`config.mk`:
```
export PLATFORM = sky130hd
export DESIGN_NAME = seven_seg_scan
export DESIGN_NICKNAME = d
export VERILOG_FILES = /design/src/rtl/seven_seg_pkg.sv /design/src/rtl/bcd_to_seg.sv /design/src/rtl/seven_seg_scan.sv
export SDC_FILE = /design/constraint.sdc
export NUM_CORES = 1
export LEC_CHECK = 0
export ABC_AREA = 0
export BUFFER_PORTS_ARGS = -buffer_cell sky130_fd_sc_hd__clkbuf_2
export CAP_MARGIN = 20
export CORE_UTILIZATION = 35
export CTS_CLUSTER_DIAMETER = 200
export DETAILED_ROUTE_END_ITERATION = 6
export GPL_TIMING_DRIVEN = 0
export PLACE_DENSITY = 0.61
export SYNTH_ARGS = -nofsm -noshare
export SYNTH_HDL_FRONTEND = slang
export SYNTH_SLANG_ARGS = --single-unit
```
`constraint.sdc`:
```
create_clock -name clk -period 3.1 [get_ports clk]
set_input_delay 0 -clock clk [delete_from_list [all_inputs] [get_ports clk]]
set_output_delay 0 -clock clk [all_outputs]
set_load 0.03 [all_outputs]
```
`src/rtl/seven_seg_pkg.sv`:
```
// Shared constants for the multiplexed seven-segment scanner.
// Segment patterns are active-low, ordered {g,f,e,d,c,b,a}.
package seven_seg_pkg;

  localparam int unsigned DIGIT_W = 4;

  localparam logic [6:0] SEG_0   = 7'b1000000;
  localparam logic [6:0] SEG_1   = 7'b1111001;
  localparam logic [6:0] SEG_2   = 7'b0100100;
  localparam logic [6:0] SEG_3   = 7'b0110000;
  localparam logic [6:0] SEG_4   = 7'b0011001;
  localparam logic [6:0] SEG_5   = 7'b0010010;
  localparam logic [6:0] SEG_6   = 7'b0000010;
  localparam logic [6:0] SEG_7   = 7'b1111000;
  localparam logic [6:0] SEG_8   = 7'b0000000;
  localparam logic [6:0] SEG_9   = 7'b0010000;
  localparam logic [6:0] SEG_OFF = 7'b1111111;

endpackage

```
`src/rtl/bcd_to_seg.sv`:
```
// Combinational BCD to active-low seven-segment decoder.
// Codes above 9 produce a dark digit.
module bcd_to_seg
  import seven_seg_pkg::*;
(
  input  logic [DIGIT_W-1:0] code_i,
  output logic [6:0]         seg_o
);

  always_comb begin
    case (code_i)
      4'd0:    seg_o = SEG_0;
      4'd1:    seg_o = SEG_1;
      4'd2:    seg_o = SEG_2;
      4'd3:    seg_o = SEG_3;
      4'd4:    seg_o = SEG_4;
      4'd5:    seg_o = SEG_5;
      4'd6:    seg_o = SEG_6;
      4'd7:    seg_o = SEG_7;
      4'd8:    seg_o = SEG_8;
      4'd9:    seg_o = SEG_9;
      default: seg_o = SEG_OFF;
    endcase
  end

endmodule

```
`src/rtl/seven_seg_scan.sv`:
```
// Time-multiplexed seven-segment driver with registered, active-low seg/an outputs.
// Define SEVEN_SEG_LZ_BLANK_EN to blank leading zero digits (digit 0 always shown).
module seven_seg_scan
  import seven_seg_pkg::*;
#(
  parameter int unsigned NUM_DIGITS  = 4,
  parameter int unsigned REFRESH_DIV = 50000,
  localparam int unsigned IdxW = (NUM_DIGITS > 1) ? $clog2(NUM_DIGITS) : 1
) (
  input  logic                          clk,
  input  logic                          rst,
  input  logic                          load,
  input  logic [DIGIT_W*NUM_DIGITS-1:0] bcd_in,
  input  logic                          blank,
  output logic [6:0]                    seg,
  output logic [NUM_DIGITS-1:0]         an,
  output logic [IdxW-1:0]               digit_idx,
  output logic                          invalid
);

  localparam int unsigned DivW = $clog2(REFRESH_DIV);
  localparam int unsigned RegW = DIGIT_W * NUM_DIGITS;

  logic [DivW-1:0]       div_q, div_d;
  logic [IdxW-1:0]       idx_q, idx_d;
  logic [RegW-1:0]       disp_q, disp_d;
  logic [6:0]            seg_q, seg_d;
  logic [NUM_DIGITS-1:0] an_q, an_d;
  logic                  invalid_q, invalid_d;

  logic                  slot_end;
  logic [DIGIT_W-1:0]    cur_code;
  logic [NUM_DIGITS-1:0] an_sel;
  logic [6:0]            seg_dec;
  logic                  bad_any;
  logic                  hide;

  always_comb begin
    slot_end = (div_q == DivW'(REFRESH_DIV - 1));
    div_d    = slot_end ? '0 : div_q + 1'b1;
    idx_d    = idx_q;
    if (slot_end) begin
      idx_d = (idx_q == IdxW'(NUM_DIGITS - 1)) ? '0 : idx_q + 1'b1;
    end
    disp_d = load ? bcd_in : disp_q;
  end

  // Outputs are built from the current (pre-edge) index and display register.
  always_comb begin
    cur_code = '0;
    an_sel   = '1;
    bad_any  = 1'b0;
    for (int i = 0; i < int'(NUM_DIGITS); i++) begin
      if (idx_q == IdxW'(i)) begin
        cur_code  = disp_q[DIGIT_W*i +: DIGIT_W];
        an_sel[i] = 1'b0;
      end
      if (disp_q[DIGIT_W*i +: DIGIT_W] > 4'd9) begin
        bad_any = 1'b1;
      end
    end
  end

  bcd_to_seg u_bcd_to_seg (
    .code_i (cur_code),
    .seg_o  (seg_dec)
  );

`ifdef SEVEN_SEG_LZ_BLANK_EN
  logic [NUM_DIGITS-1:0] lz;
  logic                  zero_run;

  // A digit is a leading zero when it and every more significant digit are zero.
  always_comb begin
    lz       = '0;
    zero_run = 1'b1;
    for (int i = int'(NUM_DIGITS) - 1; i > 0; i--) begin
      zero_run = zero_run & (disp_q[DIGIT_W*i +: DIGIT_W] == '0);
      lz[i]    = zero_run;
    end
  end

  assign hide = blank | (|(lz & ~an_sel));
`else
  assign hide = blank;
`endif

  always_comb begin
    seg_d     = hide ? SEG_OFF : seg_dec;
    an_d      = hide ? '1 : an_sel;
    invalid_d = bad_any;
  end

  always_ff @(posedge clk or posedge rst) begin
    if (rst) begin
      div_q     <= '0;
      idx_q     <= '0;
      disp_q    <= '0;
      seg_q     <= SEG_OFF;
      an_q      <= '1;
      invalid_q <= 1'b0;
    end else begin
      div_q     <= div_d;
      idx_q     <= idx_d;
      disp_q    <= disp_d;
      seg_q     <= seg_d;
      an_q      <= an_d;
      invalid_q <= invalid_d;
    end
  end

  assign seg       = seg_q;
  assign an        = an_q;
  assign digit_idx = idx_q;
  assign invalid   = invalid_q;

endmodule

```
==> flow_metrics.tcl, run 1 <==
set metrics [dict create \
    status "finished clean" \
    slowest_delay_ns 0.44 \
    via_per_inst 4.827 \
    cts_root_buf "clkbuf_8" \
    htreeDepth 2 \
    setup_tns_ns 0 \
    synth_cell_types 38 \
    antenna_found_initial 0 \
    hold_viol_final 0 \
    cp-end-kind "flip-flop" \
    p_leak_nw 1.194 \
    areaGrowthSynthToFinish_pct 26.82 \
    worstPathMaxFanout 6 \
    timing.fmax_mhz 454.0 \
    worst_pin_slew_ns 0.5067 \
    grt_pass1_wl_um 6975 \
    firstDrtPassIters 4 \
    fin_crit_ns 2.203 \
    drt_iter0_drc 84 \
    path_class "reg2reg" \
    fp.dieH_um 79.45 \
    start_util_pct 37.21 \
    drtAntennaViolNets 0 \
    syn-cell-area_sq_um 2100 \
    yosysTopAreaCell "dfrtp_1" \
    grt_pass1_vias 1488 \
    layout-drive-gt1-share_pct 31.95 \
    grt_max_degree 40 \
    vdd_drop_max_mv 0.1739 \
    clk_pin_slew_ns 0.09 \
    antenna_cells 0 \
    synth_edf_count 0 \
    crit_slowest_cell "dfrtp_1" \
    cts.sinks 46 \
    slew_headroom_pct 66.22 \
    maxCapViolCount 0 \
    finalSetupViolCount 0 \
    cts_tree "built" \
    power_mw 1.272 \
    async_flop_share_pct 100.0 \
    cts_buffers 5 \
    yosysWarnings 0 \
    crit_path_start_kind "flip-flop" \
    arrival_ns 2.41 \
    clk_latency_ns 0.30 \
    cts_max_path_buffers 2 \
    fin_crit_sh_pct 71.05 \
    hold_path.class "in2async" \
    dpl.hpwl_um 2778 \
    post_cts_resized 0 \
    drv_slew 0 \
    core-area_sq_um 5642 \
    place_congestion 0.7823 \
    syn_inst 182 \
    grt_overflow 0 \
    crit_required_ns 3.31 \
    port_buffers 32 \
    die_area_sq_um 6312 \
    syn_area_per_cell_sq_um 11.54 \
    power_density_nw_per_um2 477.7 \
    seq_area_frac_synth_pct 55.48 \
    rsz0062_at_grt "false" \
    netlist.area_leader.share_pct 41.72 \
    grt_usage_pct 14.35 \
    final_area_sq_um 2663 \
    finalNetCount 266 \
    ys.flop_type "dfrtp_1" \
    drt_wl_total_um 3951 \
    wl_per_cell_um 12.62 \
    nFillCells 527 \
    ios 34 \
    die_w_um 79.45 \
    placed_cell_area_sq_um 2370 \
    path_cells "inv_1 > ha_1 > nor2_1 > o211ai_1 > o211ai_1 > inv_1 > ha_1 > nor4_1 > a31oi_1" \
    num_rows 27 \
    ys_ff_latch 46 \
    via_count 1511 \
    skew_ns 0.006327 \
    syn_nets 208 \
    synthTopCellsByArea "dfrtp_1 (42%), dfstp_2 (14%), mux2_2 (9.7%)" \
    post-route-drc-count 0 \
]
registers in the layout (all words and copies together) (netlist names):
signal     flops
an             4
digit_idx      2
disp_q        16
div_q         16
invalid        1
seg            7
path summary, 6_finish.rpt:
path | from | to | cells after the start | slack (ns)
worst min-delay path | rst | div_q[13] | 3 | 0.13
worst min register to register | div_q[0] | div_q[0] | 1 | 0.49
min in group clk | load | disp_q[9] | 2 | 0.16
worst max-delay path | digit_idx[0] | seg[6] | 9 | 0.90
max in group asynchronous | rst | seg[3] | 4 | 2.45
worst max register to register | digit_idx[0] | seg[6] | 9 | 0.90
timing repair:
item / in CTS / in global routing
hold buffers: 18 / 0
hold endpoints to repair: 54 / 0
setup buffers: 0 / 0
kinds of logic after synthesis:
logic type	Yosys count	share of synthesized area [%]
mux	18	9.654
flops	46	55.48
fa+ha+maj	6	3.576
xor+xnor	15	6.258
buf+inv	11	2.086
compound gates	26	8.761
simple gates	60	14.18
cell type report:
type	count	area, sq um	share of cell area [%]
Clock buffer	5	68.82	2.585
Buffer	4	17.52	0.6579
Tap cell	72	90.09	3.383
Timing Repair Buffer	51	360.3	13.53
Sequential cell	46	1165	43.75
Inverter	7	26.28	0.9868
Clock inverter	3	43.79	1.645
Multi-Input combinational cell	125	890.9	33.46
worst max-delay path, delay by kind of cell (launching register included):
| kind | cells | cell delay (ns) |
|---|---|---|
| AND/OR/NAND/NOR | 2 | 0.52 |
| AO/OA/AOI/OAI | 3 | 0.48 |
| adder cells (fa/ha/maj) | 2 | 0.45 |
| flip-flops | 1 | 0.44 |
| buffers and inverters | 2 | 0.21 |
cells in the mapped netlist (all sizes together) (2+ instances only):
library cell	number
dfrtp	35
mux2	18
nand2	17
nor2	16
dfstp	11
o21ai	8
xor2	8
inv	7
xnor2	7
ha	6
nand3	6
o211ai	6
nand4	4
a21oi	3
and3	3
buf	3
a21o	2
a31oi	2
and4	2
nor3	2
nor4	2
or2b	2
metal layers:
layer,GRT usage (%),share of wire [%]
met5,0,0
met4,6.727,2.4
met3,4.000,4.6
met2,20.77,42
met1,19.71,51
stage by stage:
stage | util (%) | cells | hold slack [ns] | setup WS [ns]
2_1_floorplan | - | 182 | 0.1183 | 1.023
3_3_place_gp | 41.65 | 286 | 0.2331 | 0.9532
3_5_place_dp | 42.00 | 287 | -0.09479 | 0.9202
4_1_cts | 47.19 | 313 | 0.1302 | 0.9027
5_1_grt | 47.19 | 313 | 0.1504 | 0.7121
6_report | 47.19 | 313 | 0.1301 | 0.8974
cells in the final DEF (no fill, tap or decap), types with 2 or more instances in the layout:
| cell | n |
|---|---|
| a21oi_1 | 3 |
| and3_1 | 3 |
| and4_1 | 2 |
| buf_2 | 2 |
| clkbuf_2 | 32 |
| clkbuf_8 | 5 |
| dfrtp_1 | 35 |
| dfstp_2 | 11 |
| dlygate4sd3_1 | 18 |
| ha_1 | 6 |
| inv_1 | 6 |
| mux2_2 | 18 |
| nand2_1 | 17 |
| nand3_1 | 6 |
| nand4_1 | 4 |
| nor2_1 | 16 |
| nor3_1 | 2 |
| nor4_1 | 2 |
| o211ai_1 | 6 |
| o21ai_0 | 7 |
| or2b_1 | 2 |
| xnor2_1 | 7 |
| xor2_1 | 8 |
power by group:
| group | switching (mW) | internal, mW |
|---|---|---|
| Sequential | 0.0192 | 0.641 |
| Clock | 0.206 | 0.242 |
| Combinational | 0.0889 | 0.0751 |
(Power assumes the default switching activity.)
==> run 2, diff against run 1 <==
- ABC_AREA: 0 -> 1
- PLACE_DENSITY: 0.61 -> 0.6
- clock period: 3.1 -> 2.1 ns (I/O delays scaled with it)
==> flow_metrics.tcl, run 2 <==
set metrics [dict create \
    yosysTopAreaCell "dfrtp_1" \
    r2r_slack_ns 0.18 \
    yosysMostFrequentCell "nand2_1" \
    finalSetupViolCount 0 \
    ys.flop_type "dfrtp_1" \
    fin_crit_sh_pct 91.23 \
    wl_met3_um 156 \
    clk_latency_ns 0.30 \
    synth_cell_types 31 \
    cts_max_path_buffers 2 \
    r2r_end "seg[3]" \
    via_count 1815 \
    num_rows 29 \
    grt_usage_pct 15.00 \
    power_density_nw_per_um2 618.7 \
    hold_path.class "in2reg" \
    finalNetCount 348 \
    ff2ff_path_depth 12 \
    htreeDepth 2 \
    final_cell_mix "nand2_1 (63), dfrtp_1 (35), clkbuf_2 (33)" \
    grt_pass1_wl_um 8335 \
    hold_viol_final 0 \
    syn_inst 258 \
    grt_max_degree 29 \
    cp-end-kind "flip-flop" \
    port_buffers 33 \
    hp-start "load" \
    path_class "reg2reg" \
    cts_buffers 5 \
    antenna_cells 0 \
    hold_end "disp_q[10]" \
    final_area_sq_um 2890 \
    arrival_ns 2.16 \
    worst_pin_slew_ns 0.4112 \
    cts_tree "built" \
    syn_nets 284 \
    grt_overflow 0 \
    top_layer "met4" \
    drtAntennaViolNets 0 \
    drt_wl_total_um 4615 \
    status "finished clean" \
    post-route-drc-count 0 \
    regToRegStartpoint "digit_idx[0]" \
    yosysWarnings 0 \
    via_per_inst 4.538 \
    dpl.hpwl_um 3473 \
    fin_crit_ns 1.916 \
    min_delay_path_depth 4 \
    ys_ff_latch 46 \
    drv_slew 0 \
    slew_headroom_pct 72.55 \
    start_util_pct 36.14 \
    ios 34 \
    synth_edf_count 0 \
    async_flop_share_pct 100.0 \
    wl_met1_um 2244 \
    netlist.area_leader.share_pct 38.17 \
    fp.dieH_um 82.97 \
    whs_ns 0.1787 \
    layout-drive-gt1-share_pct 27.86 \
    synth_commonest_cells "nand2_1 (63), dfrtp_1 (35), inv_1 (31), nand3_1 (19), nor2_1 (18)" \
    crit_path_start_kind "flip-flop" \
    die_w_um 82.97 \
    clk_pin_slew_ns 0.08 \
    cts.sinks 46 \
    final_common_cell "nand2_1" \
    wl_per_cell_um 11.54 \
    syn-cell-area_sq_um 2295 \
    setup_tns_ns 0 \
    worstPathMaxFanout 7 \
    placed_cell_area_sq_um 2576 \
    areaGrowthSynthToFinish_pct 25.95 \
    maxCapViolCount 0 \
    crit_required_ns 2.35 \
    nFillCells 603 \
    grt_pass1_vias 1870 \
    seq_area_frac_synth_pct 50.76 \
    rsz0062_at_grt "false" \
    skew_ns 0.005465 \
    p_leak_nw 1.424 \
    place_congestion 0.8292 \
    cts_root_buf "clkbuf_8" \
    synthTopCellsByArea "dfrtp_1 (38%), dfstp_2 (13%), nand2_1 (10%)" \
    core-area_sq_um 6350 \
    syn_area_per_cell_sq_um 8.894 \
    drt_iter0_drc 52 \
    antenna_found_initial 0 \
    die_area_sq_um 6884 \
    vdd_drop_max_mv 0.2879 \
    firstDrtPassIters 4 \
    timing.fmax_mhz 521.9 \
    wl_met2_um 2150 \
]
## run 2: cells by family (layout without fill, tap and decap cells)
family / Yosys count / count (layout) / share of synthesized area, %
fa+ha+maj: 6 / 6 / 3.271
mux: 11 / 11 / 5.398
flops: 46 / 46 / 50.76
buf+inv: 43 / 108 / 7.524
simple gates: 116 / 116 / 22.36
compound gates: 27 / 27 / 7.252
xor+xnor: 9 / 9 / 3.435
## run 2: layout make-up
class	instances	area (sq um)	share of cell area, %
Clock inverter	1	5.005	0.1732
Clock buffer	7	86.33	2.987
Buffer	5	30.03	1.039
Inverter	38	142.6	4.935
Timing Repair Buffer	57	405.4	14.03
Sequential cell	46	1165	40.30
Tap cell	77	96.34	3.333
Multi-Input combinational cell	169	959.7	33.20
## run 2: how the worst max path moves through the flow
stage                             from      to  slack [ns]  depth (start not counted)
final                     digit_idx[0]  seg[3]        0.18                         12
after CTS                 digit_idx[0]  seg[3]        0.05                         13
after floorplan           digit_idx[0]  seg[3]       0.006                         13
after global placement    digit_idx[0]  seg[3]        0.10                         13
after detailed placement  digit_idx[0]  seg[3]        0.07                         13
after global routing      digit_idx[1]  seg[3]        0.03                         13
## run 2: worst max-delay path, stage by stage (launching register included)
cell and delay, ns:
dfrtp_1 0.39, buf_4 0.15, ha_2 0.22, a21oi_1 0.18, nand2_2 0.09, a21oi_4 0.19, inv_1 0.08, ha_1 0.30
inv_1 0.06, nand2_1 0.04, nand2_1 0.06, nand2_1 0.04, nand2_1 0.05
## run 2: report_power, final
part / internal (mW) / leakage (nW) / switching, mW
Sequential: 0.944 / 0.552 / 0.0259
Clock: 0.266 / 0.0482 / 0.286
Combinational: 0.116 / 0.823 / 0.150
Total: 1.33 / 1.42 / 0.462
## run 2: stage by stage
stage | setup slack [ns] | power (mW) | util (%) | std cells
after floorplan | 0.005551 | 1.145 | - | 258
after global placement | 0.1049 | 1.210 | 40.26 | 368
after detailed placement | 0.07101 | 1.220 | 40.57 | 369
after CTS | 0.04584 | 1.813 | 45.00 | 396
after global routing | 0.03265 | 1.890 | 45.52 | 400
final | 0.1841 | 1.788 | 45.52 | 400
## run 2: per-layer routing
metal,track usage [%],vias up
met4,5.172,0
met2,25.26,29
met3,3.579,6
met5,0,-
li1,-,942
met1,18.82,838
## run 2: what timing repair did
action                                  CTS  global route
hold buffers                             19             0
buffers inserted                          0             4
endpoints found under the hold margin    40             0
endpoints found under the setup margin    0             1
gates resized for setup                   0             2
==> run 3, diff against run 2 <==
- PLACE_DENSITY: 0.6 -> 0.52
==> flow_metrics.tcl, run 3 (same netlist as run 2, synthesis figures left out) <==
set metrics [dict create \
    finish.utilization_pct 45.83 \
    status "finished clean" \
    worst_pin_slew_ns 0.3417 \
    dpl.hpwl_um 3410 \
    power_mw 1.886 \
    clk_latency_ns 0.30 \
    p_leak_nw 1.419 \
    cts.sinks 46 \
    via_per_inst 4.583 \
    path_class "reg2reg" \
    fin_crit_ns 1.958 \
    drt_wl_total_um 4616 \
    drv_slew 0 \
    port_buffers 33 \
    post-route-drc-count 0 \
    maxCapViolCount 0 \
    cts_max_path_buffers 2 \
    core-area_sq_um 6350 \
    wl_per_cell_um 11.60 \
    slew_headroom_pct 77.22 \
    hold_path.class "in2async" \
    finalSetupViolCount 0 \
    grt_pass1_vias 1716 \
    seq_area_sq_um 1165 \
    cp-end-kind "flip-flop" \
    grt_usage_pct 14.72 \
    antenna_cells 0 \
    die_w_um 82.97 \
    cts_buffers 5 \
    fin_crit_sh_pct 93.23 \
    arrival_ns 2.21 \
    finalNetCount 346 \
    areaGrowthSynthToFinish_pct 26.83 \
    cts_root_buf "clkbuf_8" \
    multi_input_area_sq_um 975.9 \
    drtAntennaViolNets 0 \
    ios 34 \
    final_common_cell "nand2_1" \
    placed_cell_area_sq_um 2576 \
    clk_pin_slew_ns 0.09 \
    via_count 1824 \
    layout-drive-gt1-share_pct 28.04 \
    drt_iter0_drc 68 \
    firstDrtPassIters 5 \
    crit_path_start_kind "flip-flop" \
    final_cell_mix "nand2_1 (63), dfrtp_1 (35), clkbuf_2 (33)" \
    skew_ns 0.009502 \
    crit_required_ns 2.35 \
    cts_tree "built" \
    nFillCells 622 \
    vdd_drop_max_mv 0.3295 \
    antenna_found_initial 0 \
    grt_max_degree 37 \
    htreeDepth 2 \
    die_area_sq_um 6884 \
    fp.dieH_um 82.97 \
    worstPathMaxFanout 9 \
    start_util_pct 36.14 \
    grt_pass1_wl_um 8114 \
    hold_viol_final 0 \
    final_area_sq_um 2910 \
    timing.fmax_mhz 510.8 \
    place_congestion 0.7772 \
    num_rows 29 \
    power_density_nw_per_um2 648.0 \
    grt_overflow 0 \
]
-- run 3: what timing repair did --
action / in CTS / in global routing
gates resized for setup: 0 / 5
setup buffers: 2 / 0
pin swaps: 1 / 0
hold buffers: 19 / 0
hold endpoints to repair: 57 / 0
endpoints found under the setup margin: 1 / 1
-- run 3: path summary, 6_finish.rpt --
check / startpoint / endpoint / slack [ns] / depth (start not counted)
max: digit_idx[0] / seg[3] / 0.14 / 13
min: rst / div_q[12] / 0.17 / 3
max reg2reg: digit_idx[0] / seg[3] / 0.14 / 13
min reg2reg: div_q[2] / div_q[2] / 0.50 / 1
max in group asynchronous: rst / seg[3] / 1.42 / 4
min in group clk: load / disp_q[10] / 0.18 / 4
-- run 3: power by group --
| part | internal [mW] | total, mW | switching [mW] | leakage [nW] |
|---|---|---|---|---|
| clock network | 0.355 | 0.654 | 0.299 | 0.0514 |
| logic | 0.112 | 0.262 | 0.150 | 0.815 |
| registers | 0.944 | 0.970 | 0.0260 | 0.552 |
-- run 3: worst max-delay path: stages (launching register included) --
cell and delay [ns]:
dfrtp_1 0.44, buf_4 0.17, ha_1 0.18, buf_2 0.18, nand2_1 0.08, inv_1 0.06
a21oi_4 0.14, inv_1 0.08, ha_1 0.31, inv_1 0.06, nand2_1 0.04, nand2_1 0.07
nand2_1 0.05, nand2_1 0.05
-- run 3: through the flow --
step	hold WS (ns)	TNS, ns	instances	setup WS [ns]
2_1_floorplan	0.1010	0	258	0.005551
3_3_place_gp	0.2090	0	368	0.01835
3_5_place_dp	-0.06616	-0.01074	369	-0.01074
4_1_cts	0.1732	0	398	0.08551
5_1_grt	0.1926	-0.001894	398	-0.001894
6_report	0.1670	0	398	0.1422
-- run 3: metal layers --
layer	share of wire [%]	track usage, %	up-vias
met5	0	0	-
met4	1.2	5.172	0
met3	3.9	3.181	4
met2	43	21.16	36
met1	52	21.77	839
li1	-	-	945
-- run 3: cell type report --
type                    count  share of cell area (%)
flip-flops and latches     46                   40.03
multi-input cells         169                   33.53
repair buffers             55                   13.41
inverters                  38                   4.901
well taps                  77                   3.310
clock buffers               6                   2.494
clock inverters             2                   1.290
plain buffers               5                   1.032
